===== src/rtl/ps2_direction_decoder_pkg.sv =====
// Shared constants for the PS/2 direction decoder: set-2 scancodes,
// prefix FSM state encoding, direction indices and small helpers.
package ps2_direction_decoder_pkg;

  // Prefix and control bytes
  localparam logic [7:0] SC_EXT = 8'hE0;
  localparam logic [7:0] SC_BRK = 8'hF0;
  localparam logic [7:0] SC_BAT = 8'hAA;

  // Extended (E0-prefixed) arrow keys
  localparam logic [7:0] SC_UP_EXT    = 8'h75;
  localparam logic [7:0] SC_DOWN_EXT  = 8'h72;
  localparam logic [7:0] SC_LEFT_EXT  = 8'h6B;
  localparam logic [7:0] SC_RIGHT_EXT = 8'h74;

  // Non-extended WASD aliases
  localparam logic [7:0] SC_UP    = 8'h1D;
  localparam logic [7:0] SC_DOWN  = 8'h1B;
  localparam logic [7:0] SC_LEFT  = 8'h1C;
  localparam logic [7:0] SC_RIGHT = 8'h23;

  // Prefix FSM states
  localparam logic [1:0] ST_IDLE    = 2'd0;
  localparam logic [1:0] ST_EXT     = 2'd1;
  localparam logic [1:0] ST_BRK     = 2'd2;
  localparam logic [1:0] ST_EXT_BRK = 2'd3;

  // Direction indices into a direction vector
  localparam int unsigned DIR_UP    = 0;
  localparam int unsigned DIR_DOWN  = 1;
  localparam int unsigned DIR_LEFT  = 2;
  localparam int unsigned DIR_RIGHT = 3;
  localparam int unsigned NUM_DIRS  = 4;

  typedef logic [NUM_DIRS-1:0] dir_vec_t;

  // One-hot direction for a key code; zero when the code is not mapped.
  function automatic dir_vec_t decode_key(input logic [7:0] code, input logic ext);
    dir_vec_t v;
    v = '0;
    if (ext) begin
      case (code)
        SC_UP_EXT:    v[DIR_UP]    = 1'b1;
        SC_DOWN_EXT:  v[DIR_DOWN]  = 1'b1;
        SC_LEFT_EXT:  v[DIR_LEFT]  = 1'b1;
        SC_RIGHT_EXT: v[DIR_RIGHT] = 1'b1;
        default:      v = '0;
      endcase
    end else begin
      case (code)
        SC_UP:    v[DIR_UP]    = 1'b1;
        SC_DOWN:  v[DIR_DOWN]  = 1'b1;
        SC_LEFT:  v[DIR_LEFT]  = 1'b1;
        SC_RIGHT: v[DIR_RIGHT] = 1'b1;
        default:  v = '0;
      endcase
    end
    return v;
  endfunction

  // Swap each direction with its opposite (up<->down, left<->right).
  function automatic dir_vec_t opposite(input dir_vec_t v);
    dir_vec_t o;
    o[DIR_UP]    = v[DIR_DOWN];
    o[DIR_DOWN]  = v[DIR_UP];
    o[DIR_LEFT]  = v[DIR_RIGHT];
    o[DIR_RIGHT] = v[DIR_LEFT];
    return o;
  endfunction

endpackage


===== src/rtl/ps2_direction_decoder_repeat_timer.sv =====
// Auto-repeat countdown. Zero means idle; a load starts the initial delay,
// and each time the count sits at 1 it signals expiry and reloads the period.
module ps2_direction_decoder_repeat_timer #(
  parameter int unsigned REPEAT_DELAY  = 25_000_000,
  parameter int unsigned REPEAT_PERIOD = 5_000_000,
  parameter int unsigned TIMER_W       = 25
) (
  input  logic clock,
  input  logic resetn,
  input  logic load,
  input  logic clear,
  output logic expire
);

  localparam logic [TIMER_W-1:0] DELAY_V  = TIMER_W'(REPEAT_DELAY);
  localparam logic [TIMER_W-1:0] PERIOD_V = TIMER_W'(REPEAT_PERIOD);
  localparam logic [TIMER_W-1:0] ONE_V    = TIMER_W'(1);

  logic [TIMER_W-1:0] count_q;

  assign expire = (count_q == ONE_V);

  // Countdown register: clear beats load, load beats the periodic reload.
  always_ff @(posedge clock or negedge resetn) begin
    if (!resetn) begin
      count_q <= '0;
    end else if (clear) begin
      count_q <= '0;
    end else if (load) begin
      count_q <= DELAY_V;
    end else if (expire) begin
      count_q <= PERIOD_V;
    end else if (count_q != '0) begin
      count_q <= count_q - ONE_V;
    end
  end

endmodule


===== src/rtl/ps2_direction_decoder.sv =====
// Turns the PS/2 set-2 byte stream into held-direction levels and one-cycle
// step pulses with auto-repeat, for driving the VGA sprite in fixed steps.
module ps2_direction_decoder
  import ps2_direction_decoder_pkg::*;
#(
  parameter int unsigned REPEAT_DELAY  = 25_000_000,
  parameter int unsigned REPEAT_PERIOD = 5_000_000,
  parameter int unsigned TIMER_W       = 25
) (
  input  logic       clock,
  input  logic       resetn,
  input  logic [7:0] ps2_key_data,
  input  logic       ps2_key_pressed,
  output logic       left,
  output logic       right,
  output logic       up,
  output logic       down,
  output logic       step_left,
  output logic       step_right,
  output logic       step_up,
  output logic       step_down
);

  logic [1:0] state;
  logic [1:0] state_next;
  dir_vec_t   held;
  dir_vec_t   held_next;
  dir_vec_t   step_q;
  dir_vec_t   step_next;
  dir_vec_t   make_vec;
  dir_vec_t   brk_vec;
  dir_vec_t   new_make;
  logic       clear_all;
  logic       expire;
  logic       timer_load;
  logic       timer_clear;

  // Prefix decode: classify the strobed byte as make, break or self-test.
  always_comb begin
    state_next = state;
    make_vec   = '0;
    brk_vec    = '0;
    clear_all  = 1'b0;
    if (ps2_key_pressed) begin
      case (state)
        ST_IDLE: begin
          if (ps2_key_data == SC_EXT) begin
            state_next = ST_EXT;
          end else if (ps2_key_data == SC_BRK) begin
            state_next = ST_BRK;
          end else if (ps2_key_data == SC_BAT) begin
            clear_all = 1'b1;
          end else begin
            make_vec = decode_key(ps2_key_data, 1'b0);
          end
        end
        ST_EXT: begin
          if (ps2_key_data == SC_BRK) begin
            state_next = ST_EXT_BRK;
          end else begin
            make_vec   = decode_key(ps2_key_data, 1'b1);
            state_next = ST_IDLE;
          end
        end
        ST_BRK: begin
          brk_vec    = decode_key(ps2_key_data, 1'b0);
          state_next = ST_IDLE;
        end
        default: begin
          brk_vec    = decode_key(ps2_key_data, 1'b1);
          state_next = ST_IDLE;
        end
      endcase
    end
  end

  // Held/step update. Steps are filtered against the post-update held set so
  // that a same-cycle make, break or expiry all see one consistent view, and
  // a make plus an expiry on one direction still yields a single pulse.
  always_comb begin
    new_make    = make_vec & ~held;
    held_next   = clear_all ? '0 : ((held | new_make) & ~brk_vec);
    step_next   = (new_make | (expire ? held_next : '0)) & ~opposite(held_next);
    timer_load  = |new_make;
    timer_clear = ~|held_next;
  end

  // Prefix FSM state register.
  always_ff @(posedge clock or negedge resetn) begin
    if (!resetn) begin
      state <= ST_IDLE;
    end else begin
      state <= state_next;
    end
  end

  // Registered held levels and step pulses.
  always_ff @(posedge clock or negedge resetn) begin
    if (!resetn) begin
      held   <= '0;
      step_q <= '0;
    end else begin
      held   <= held_next;
      step_q <= step_next;
    end
  end

  ps2_direction_decoder_repeat_timer #(
    .REPEAT_DELAY  (REPEAT_DELAY),
    .REPEAT_PERIOD (REPEAT_PERIOD),
    .TIMER_W       (TIMER_W)
  ) u_repeat_timer (
    .clock  (clock),
    .resetn (resetn),
    .load   (timer_load),
    .clear  (timer_clear),
    .expire (expire)
  );

  assign up         = held[DIR_UP];
  assign down       = held[DIR_DOWN];
  assign left       = held[DIR_LEFT];
  assign right      = held[DIR_RIGHT];
  assign step_up    = step_q[DIR_UP];
  assign step_down  = step_q[DIR_DOWN];
  assign step_left  = step_q[DIR_LEFT];
  assign step_right = step_q[DIR_RIGHT];

endmodule


===== config.mk =====
export PLATFORM = sky130hd
export DESIGN_NAME = ps2_direction_decoder
export DESIGN_NICKNAME = d
export VERILOG_FILES = /design/src/rtl/ps2_direction_decoder_pkg.sv /design/src/rtl/ps2_direction_decoder_repeat_timer.sv /design/src/rtl/ps2_direction_decoder.sv
export SDC_FILE = /design/constraint.sdc
export NUM_CORES = 1
export LEC_CHECK = 0
export BUFFER_PORTS_ARGS = -buffer_cell sky130_fd_sc_hd__buf_2
export CAP_MARGIN = 20
export CORE_MARGIN = 5
export CORE_UTILIZATION = 40
export DETAILED_ROUTE_END_ITERATION = 6
export GPL_TIMING_DRIVEN = 0
export PLACE_DENSITY = 0.67
export SETUP_SLACK_MARGIN = 0.15
export SLEW_MARGIN = 20
export SYNTH_ARGS = -nofsm -noshare
export SYNTH_HDL_FRONTEND = slang
export SYNTH_SLANG_ARGS = --single-unit

===== constraint.sdc =====
create_clock -name clock -period 5.1 [get_ports clock]
set_input_delay 0.51 -clock clock [delete_from_list [all_inputs] [get_ports clock]]
set_output_delay 0.51 -clock clock [all_outputs]
set_load 0.005 [all_outputs]

* Word-level counts from Yosys, hierarchy flattened *
Index checks and enable logic that the tools add are counted.

storage, ports and cells
  register bits = 35
  logic and storage cells = 66
  output and inout bits = 8

operators by class
  equality and inequality tests = 16
  mux-type cells = 31
  bitwise operators = 8
  $add $sub $neg = 1
  reduce and logical (&&, ||, !) cells = 6

operator list
  kind                     count
  $mux W25                 4
  $eq A8 B7 Y1 const B     4
  $mux W4                  8
  $eq A25 B1 Y1 const B    1
  $reduce_bool A25 Y1      1
  $sub A25 B1 Y25 const B  1
  $eq A8 B5 Y1 const B     3
  $eq A8 B8 Y1 const B     3
  $pmux W4 S2              2
  $mux W1                  13
  $and A4 B4 Y4            3
  $not A4 Y4               3
  $eq A8 B6 Y1 const B     1
  $or A4 B4 Y4             2
  $reduce_or A4 Y1         2
  $mux W2                  3
  $ne A4 B3 Y1 const B     1
  $pmux W2 S2              1
  $ne A3 B3 Y1 const B     1
  $eq A2 B1 Y1 const B     1
  $eq A2 B2 Y1 const B     1
  $logic_not A2 Y1         1
  $reduce_and A2 Y1        1
  $reduce_or A2 Y1         1

* Depth between registers and ports, before layout *
  depth after elaboration = 14
  gate-level depth with buffers = 8

* Hierarchy *
A second synthesis with hierarchy kept.

unflattened totals
  cells, all modules = 253
  area, all modules = 2388.5 sq um

modules (own cells, without submodules)
  module                              area each (sq um)  sequential area each (sq um)  cells an instance  instances
  ps2_direction_decoder_repeat_timer  1540.2             625.6                         165                1
  ps2_direction_decoder               848.3              250.2                         88                 1

* Worst setup path before layout *
No wires, ideal clock.

  kind = in2reg
  start = input ps2_key_pressed
  end = register u_repeat_timer.count_q[10]
  arrival time = 2.198 ns
  data required time = 4.979 ns
  cell stages on the path = 8
  setup time = 0.121 ns
  slack = 2.781 ns
  path buffers = 2
  cell sequence = buf_2 > nor4b_2 > nand4_1 > or2_2 > o21a_2 > nor4_4 > buf_6 > and4b_1

on the way
  cells in the longest elaborated chain, start to end = 7
  elaborated cells between the ends (all ways) = 13
  classes of those cells = 1 x eq/ne; 6 x mux; 4 x bitwise; 2 x reduce/logical

ends and longest elaborated chain
  what                                                       line                                      source
  from (decl)                                                ps2_direction_decoder.sv:13               input logic ps2_key_pressed,
  $mux W4                                                    ps2_direction_decoder.sv:44               if (ps2_key_pressed) begin
  $and A4 B4 Y4                                              ps2_direction_decoder.sv:81               new_make = make_vec & ~held;
  $or A4 B4 Y4                                               ps2_direction_decoder.sv:82               held_next = clear_all ? '0 : ((held | new_make) & ~brk_vec);
  $and A4 B4 Y4                                              ps2_direction_decoder.sv:82
  $mux W4 *                                                  ps2_direction_decoder.sv:82
  net held_next[0]                                           ps2_direction_decoder.sv:27               dir_vec_t held_next;
  $reduce_or A4 Y1 *                                         ps2_direction_decoder.sv:85               timer_clear = ~|held_next;
  $ne A4 B3 Y1 (no source line) or $mux W25 (tied branches)  -
  to (signal assigned)                                       ps2_direction_decoder_repeat_timer.sv:34  count_q <= count_q - ONE_V;
  to (decl)                                                  ps2_direction_decoder_repeat_timer.sv:19  logic [TIMER_W-1:0] count_q;

Mark *: on every way through the listed nets, which the timed path passes. The rest lies on a longest branch.
A chain may end at the register's enable or synchronous reset.

* Worst setup path in the final report *
  start = register state[0]
  end = register u_repeat_timer.count_q[22]

on the way
  cells in the longest elaborated chain, start to end = 9
  elaborated cells between the ends (all ways) = 20
  classes of those cells = 3 x eq/ne; 9 x mux; 4 x bitwise; 4 x reduce/logical

ends and longest elaborated chain
  what                                                       line                                                      source
  from (decl)                                                ps2_direction_decoder.sv:24                               logic [1:0] state;
  from (signal assigned)                                     ps2_direction_decoder.sv:93                               state <= state_next;
  $eq A2 B1 Y1 or $logic_not A2 Y1 (tied branches)           ps2_direction_decoder.sv:45                               case (state)
  $pmux W4 S2 or $reduce_or A2 Y1 (tied branches)            -
  $mux W4 or $pmux W4 S2 (tied branches)                     ps2_direction_decoder.sv:44, ps2_direction_decoder.sv:45
  $and A4 B4 Y4 or $mux W4 (tied branches)                   ps2_direction_decoder.sv:81, ps2_direction_decoder.sv:44
  $or A4 B4 Y4 or $not A4 Y4 (tied branches)                 ps2_direction_decoder.sv:82
  $and A4 B4 Y4                                              ps2_direction_decoder.sv:82
  $mux W4 *                                                  ps2_direction_decoder.sv:82
  net held_next[0]                                           ps2_direction_decoder.sv:27
  $reduce_or A4 Y1 *                                         ps2_direction_decoder.sv:85
  $ne A4 B3 Y1 (no source line) or $mux W25 (tied branches)  -

Marks and branches as above.

==> flow_summary.yaml <==
synth:
  synth.mux.area_fraction: 0.00918
  synthArstFlopShare: 1.00
  synth_enable_flop_cells: 0
  netlist_area_um2: 2180
  post_synthesis_adder_cell_area_fraction: 0.0115
  synth_top_flop_cell: "sky130_fd_sc_hd__dfrtp_1"
  yosys.area_share.simple: 0.361
  synth_compound_gate_area_share: 0.116
  number_of_warnings_issued_by_yosys: 0
  synthCells: 226
  largest_family_of_logic_cells_by_synthesized_area: "simple AND/OR/NAND/NOR gates"
  synth-seq-area-share: 0.402
  postSynthRegisterBits: 35
  postSynthNetCount: 239
  post_synth.cell_area_avg_um2: 9.64
  synth.lib_cells_used.distinct: 53
  post_synth_xor_xnor_area: 0.0723
die:
  floorplan.die.width_um: 83.8
  design.die.area_um2: 7020
  chipHeight_um: 83.8
  placeableCoreArea_um2: 5200
  num_rows: 26
  ioPinCount: 19
  start_util: 0.419
sta:
  clock-skew-final_ps: 6.58
  final.period_utilization: 0.478
  timing.fmax_mhz: 410
  finalHoldViolCount: 0
  rsz0062_at_grt: "false"
  max_slew_margin: 0.488
  tightest_slew_ps: 768
  final.min_clock_period_ps: 2440
  finalMaxSlewViolations: 0
  setup_violations: 0
  finalSetupTns_ps: 0
power:
  pwr_density_cell_nw_per_um2: 449
  share_seq_of_total_power: 0.417
  p_leak_nw: 1.05
  share_clk_of_total_power: 0.174
  switching_power_w: 0.000427
  ir_worst_vdd_v: 0.000264
  fin_total_pwr_w: 0.00109
  internal-power_w: 0.000664
  comb_power_share: 0.408
  power_switching_share: 0.392
worst_setup_path:
  startpoint_type: "register"
  path_class: "register to register"
  timing.critical_path.arrival_ps: 2590
  critPathCaptureType: "register"
  timing.critical_path.fanout_max: 10
  worst-endpoint-required_ps: 5250
clock_network:
  htreeDepth: 2
  postCtsSetupRepairBufs: 0
  cts_root_buffer: "sky130_fd_sc_hd__clkbuf_8"
  cts_tree: "built"
  clock_path_buffers: 2
  cts_resized: 0
  clk_latency_ps: 280
  clkSlewWorstSetupHoldPaths_ps: 70
  cts_buffers: 5
  cts.sinks: 35
  cts-hold-fix-buffers: 0
drt:
  ant_nets: 0
  drt-vias-per-instance: 5.61
  vias: 1800
  drtIter0Drc: 68
  drt-total-wl_um: 4840
  wl_per_cell_um: 15.1
  route.detailed.drc: 0
  number_of_iterations_in_the_first_detailed_routing_pass: 4
global_routing:
  grt_first_pass_wirelength_um: 8360
  first_global_vias: 1739
  antenna_found_initial: 0
  grt.overflow.total: 0
  maximum_number_of_pins_on_one_net_before_global_route_repair: 36
  grt_use_total: 0.143
placed_design:
  placedInstanceArea_um2: 2350
  gp_congestion: 0.854
  placed_cells: 313
  dp.final_hpwl_um: 3460
  place.port_buffers: 17
cells_and_area:
  num-nets-final: 263
  antennaDiodeCount: 0
  postLayoutCellArea_um2: 2430
  fillers: 509
  finalNonFillerCells: 321
  layout-drive-gt1-share: 0.163
  area_growth_pct: 11.7
min_path:
  holdCritPathClass: "primary input to asynchronous set/reset pin"
outcome:
  status: "complete, no violations"
flow_run:
  max_cap_violations: 0
-- state kept, by name (all words and copies together), names as in the netlist --
signal,cells
held,4
u_repeat_timer.count_q,25
state,2
step_q,4
-- layer usage --
layer | track usage | vias up | share of wire
li1 | - | 904 | -
met1 | 0.213 | 857 | 0.52
met5 | 0 | - | 0
met2 | 0.208 | 34 | 0.43
met4 | 0.0395 | 0 | 0.0087
met3 | 0.0286 | 5 | 0.038
-- per-stage QoR --
| step | utilization | hold slack [ps] | worst slack, ps |
|---|---|---|---|
| after global placement | 0.452 | 541 | 2430 |
| after CTS | 0.468 | 329 | 2630 |
| final | 0.468 | 297 | 2660 |
| after global routing | 0.468 | 359 | 2410 |
| after floorplan | - | 214 | 2780 |
| after detailed placement | 0.452 | 552 | 2440 |
-- critical path, stage by stage, from the launching register on --
cell and delay, ps:
sky130_fd_sc_hd__dfrtp_1 460, sky130_fd_sc_hd__nor4b_2 350, sky130_fd_sc_hd__nand4_1 180, sky130_fd_sc_hd__or2_2 310
sky130_fd_sc_hd__o21a_2 160, sky130_fd_sc_hd__nor4_4 470, sky130_fd_sc_hd__buf_2 310, sky130_fd_sc_hd__a31oi_1 70
-- cell usage after synthesis (3+ instances only) --
master / n / area, um^2
sky130_fd_sc_hd__nand3_1: 5 / 25.0
sky130_fd_sc_hd__nand2b_1: 3 / 18.8
sky130_fd_sc_hd__nor2_1: 13 / 48.8
sky130_fd_sc_hd__dfrtp_1: 35 / 876
sky130_fd_sc_hd__nor3b_1: 3 / 22.5
sky130_fd_sc_hd__nand2_1: 18 / 67.6
sky130_fd_sc_hd__or3_1: 4 / 25.0
sky130_fd_sc_hd__inv_1: 6 / 22.5
sky130_fd_sc_hd__clkbuf_1: 5 / 18.8
sky130_fd_sc_hd__nor2b_1: 5 / 31.3
sky130_fd_sc_hd__a31oi_1: 8 / 50.1
sky130_fd_sc_hd__xor2_1: 7 / 61.3
sky130_fd_sc_hd__nand4_1: 5 / 31.3
sky130_fd_sc_hd__o31ai_1: 3 / 22.5
sky130_fd_sc_hd__a21oi_1: 12 / 60.1
sky130_fd_sc_hd__o21ai_0: 4 / 20.0
sky130_fd_sc_hd__xnor2_1: 11 / 96.3
sky130_fd_sc_hd__nor3_1: 12 / 60.1
sky130_fd_sc_hd__or4_1: 3 / 22.5
sky130_fd_sc_hd__nor4_1: 10 / 62.6
sky130_fd_sc_hd__and4b_1: 11 / 110
-- worst paths after layout --
path | from | endpoint | slack (ps) | cells past startpoint
worst max-delay path | state[0] | u_repeat_timer.count_q[22] | 2660 | 7
worst min-delay path | resetn | u_repeat_timer.count_q[9] | 300 | 1
worst max register to register | state[0] | u_repeat_timer.count_q[22] | 2660 | 7
worst min register to register | u_repeat_timer.count_q[24] | u_repeat_timer.count_q[24] | 560 | 2
max in group asynchronous | resetn | held[1] | 4320 | 1
min in group clock | ps2_key_data[4] | state[1] | 560 | 3
-- power groups by stage --
stage	combinational, W	clock [W]	sequential [W]
floorplan	0.000364	0	0.000439
global placement	0.000437	0	0.000457
detailed placement	0.000442	0	0.000460
CTS	0.000444	0.000196	0.000455
global route	0.000496	0.000212	0.000468
finish	0.000445	0.000190	0.000456
-- cell families after synthesis --
group,after synthesis
multiplexers,2
buffers and inverters,14
flip-flops,35
XOR/XNOR,18
AO/OA/AOI/OAI,39
adder cells (fa/ha/maj),2
AND/OR/NAND/NOR,116
-- cell usage in the layout (no fill, tap or decap), types with 3 or more instances in the layout --
cell type,Yosys,final
sky130_fd_sc_hd__nand2_1,18,18
sky130_fd_sc_hd__a21oi_1,12,12
sky130_fd_sc_hd__nor4_1,10,10
sky130_fd_sc_hd__nand2b_1,3,3
sky130_fd_sc_hd__o21ai_0,4,4
sky130_fd_sc_hd__nand3_1,5,5
sky130_fd_sc_hd__nor3b_1,3,3
sky130_fd_sc_hd__clkbuf_1,5,7
sky130_fd_sc_hd__o31ai_1,3,3
sky130_fd_sc_hd__or4_1,3,3
sky130_fd_sc_hd__and4b_1,11,11
sky130_fd_sc_hd__nor2b_1,5,5
sky130_fd_sc_hd__inv_1,6,6
sky130_fd_sc_hd__clkbuf_8,0,5
sky130_fd_sc_hd__or3_1,4,4
sky130_fd_sc_hd__a31oi_1,8,8
sky130_fd_sc_hd__buf_2,2,19
sky130_fd_sc_hd__xnor2_1,11,11
sky130_fd_sc_hd__nor3_1,12,12
sky130_fd_sc_hd__xor2_1,7,7
sky130_fd_sc_hd__nor2_1,13,13
sky130_fd_sc_hd__dfrtp_1,35,35
sky130_fd_sc_hd__nand4_1,5,5
-- cell type report --
type                    instances  area (um^2)  share of cell area
plain buffers                   8         40.0              0.0165
well taps                      70         87.6              0.0360
multi-input cells             177         1240               0.510
flip-flops and latches         35          876               0.360
clock inverters                 1         5.00             0.00206
clock buffers                   7         76.3              0.0314
inverters                       6         22.5             0.00925
repair buffers                 17         85.1              0.0350
Note: power is estimated with default switching activity, not from simulation.
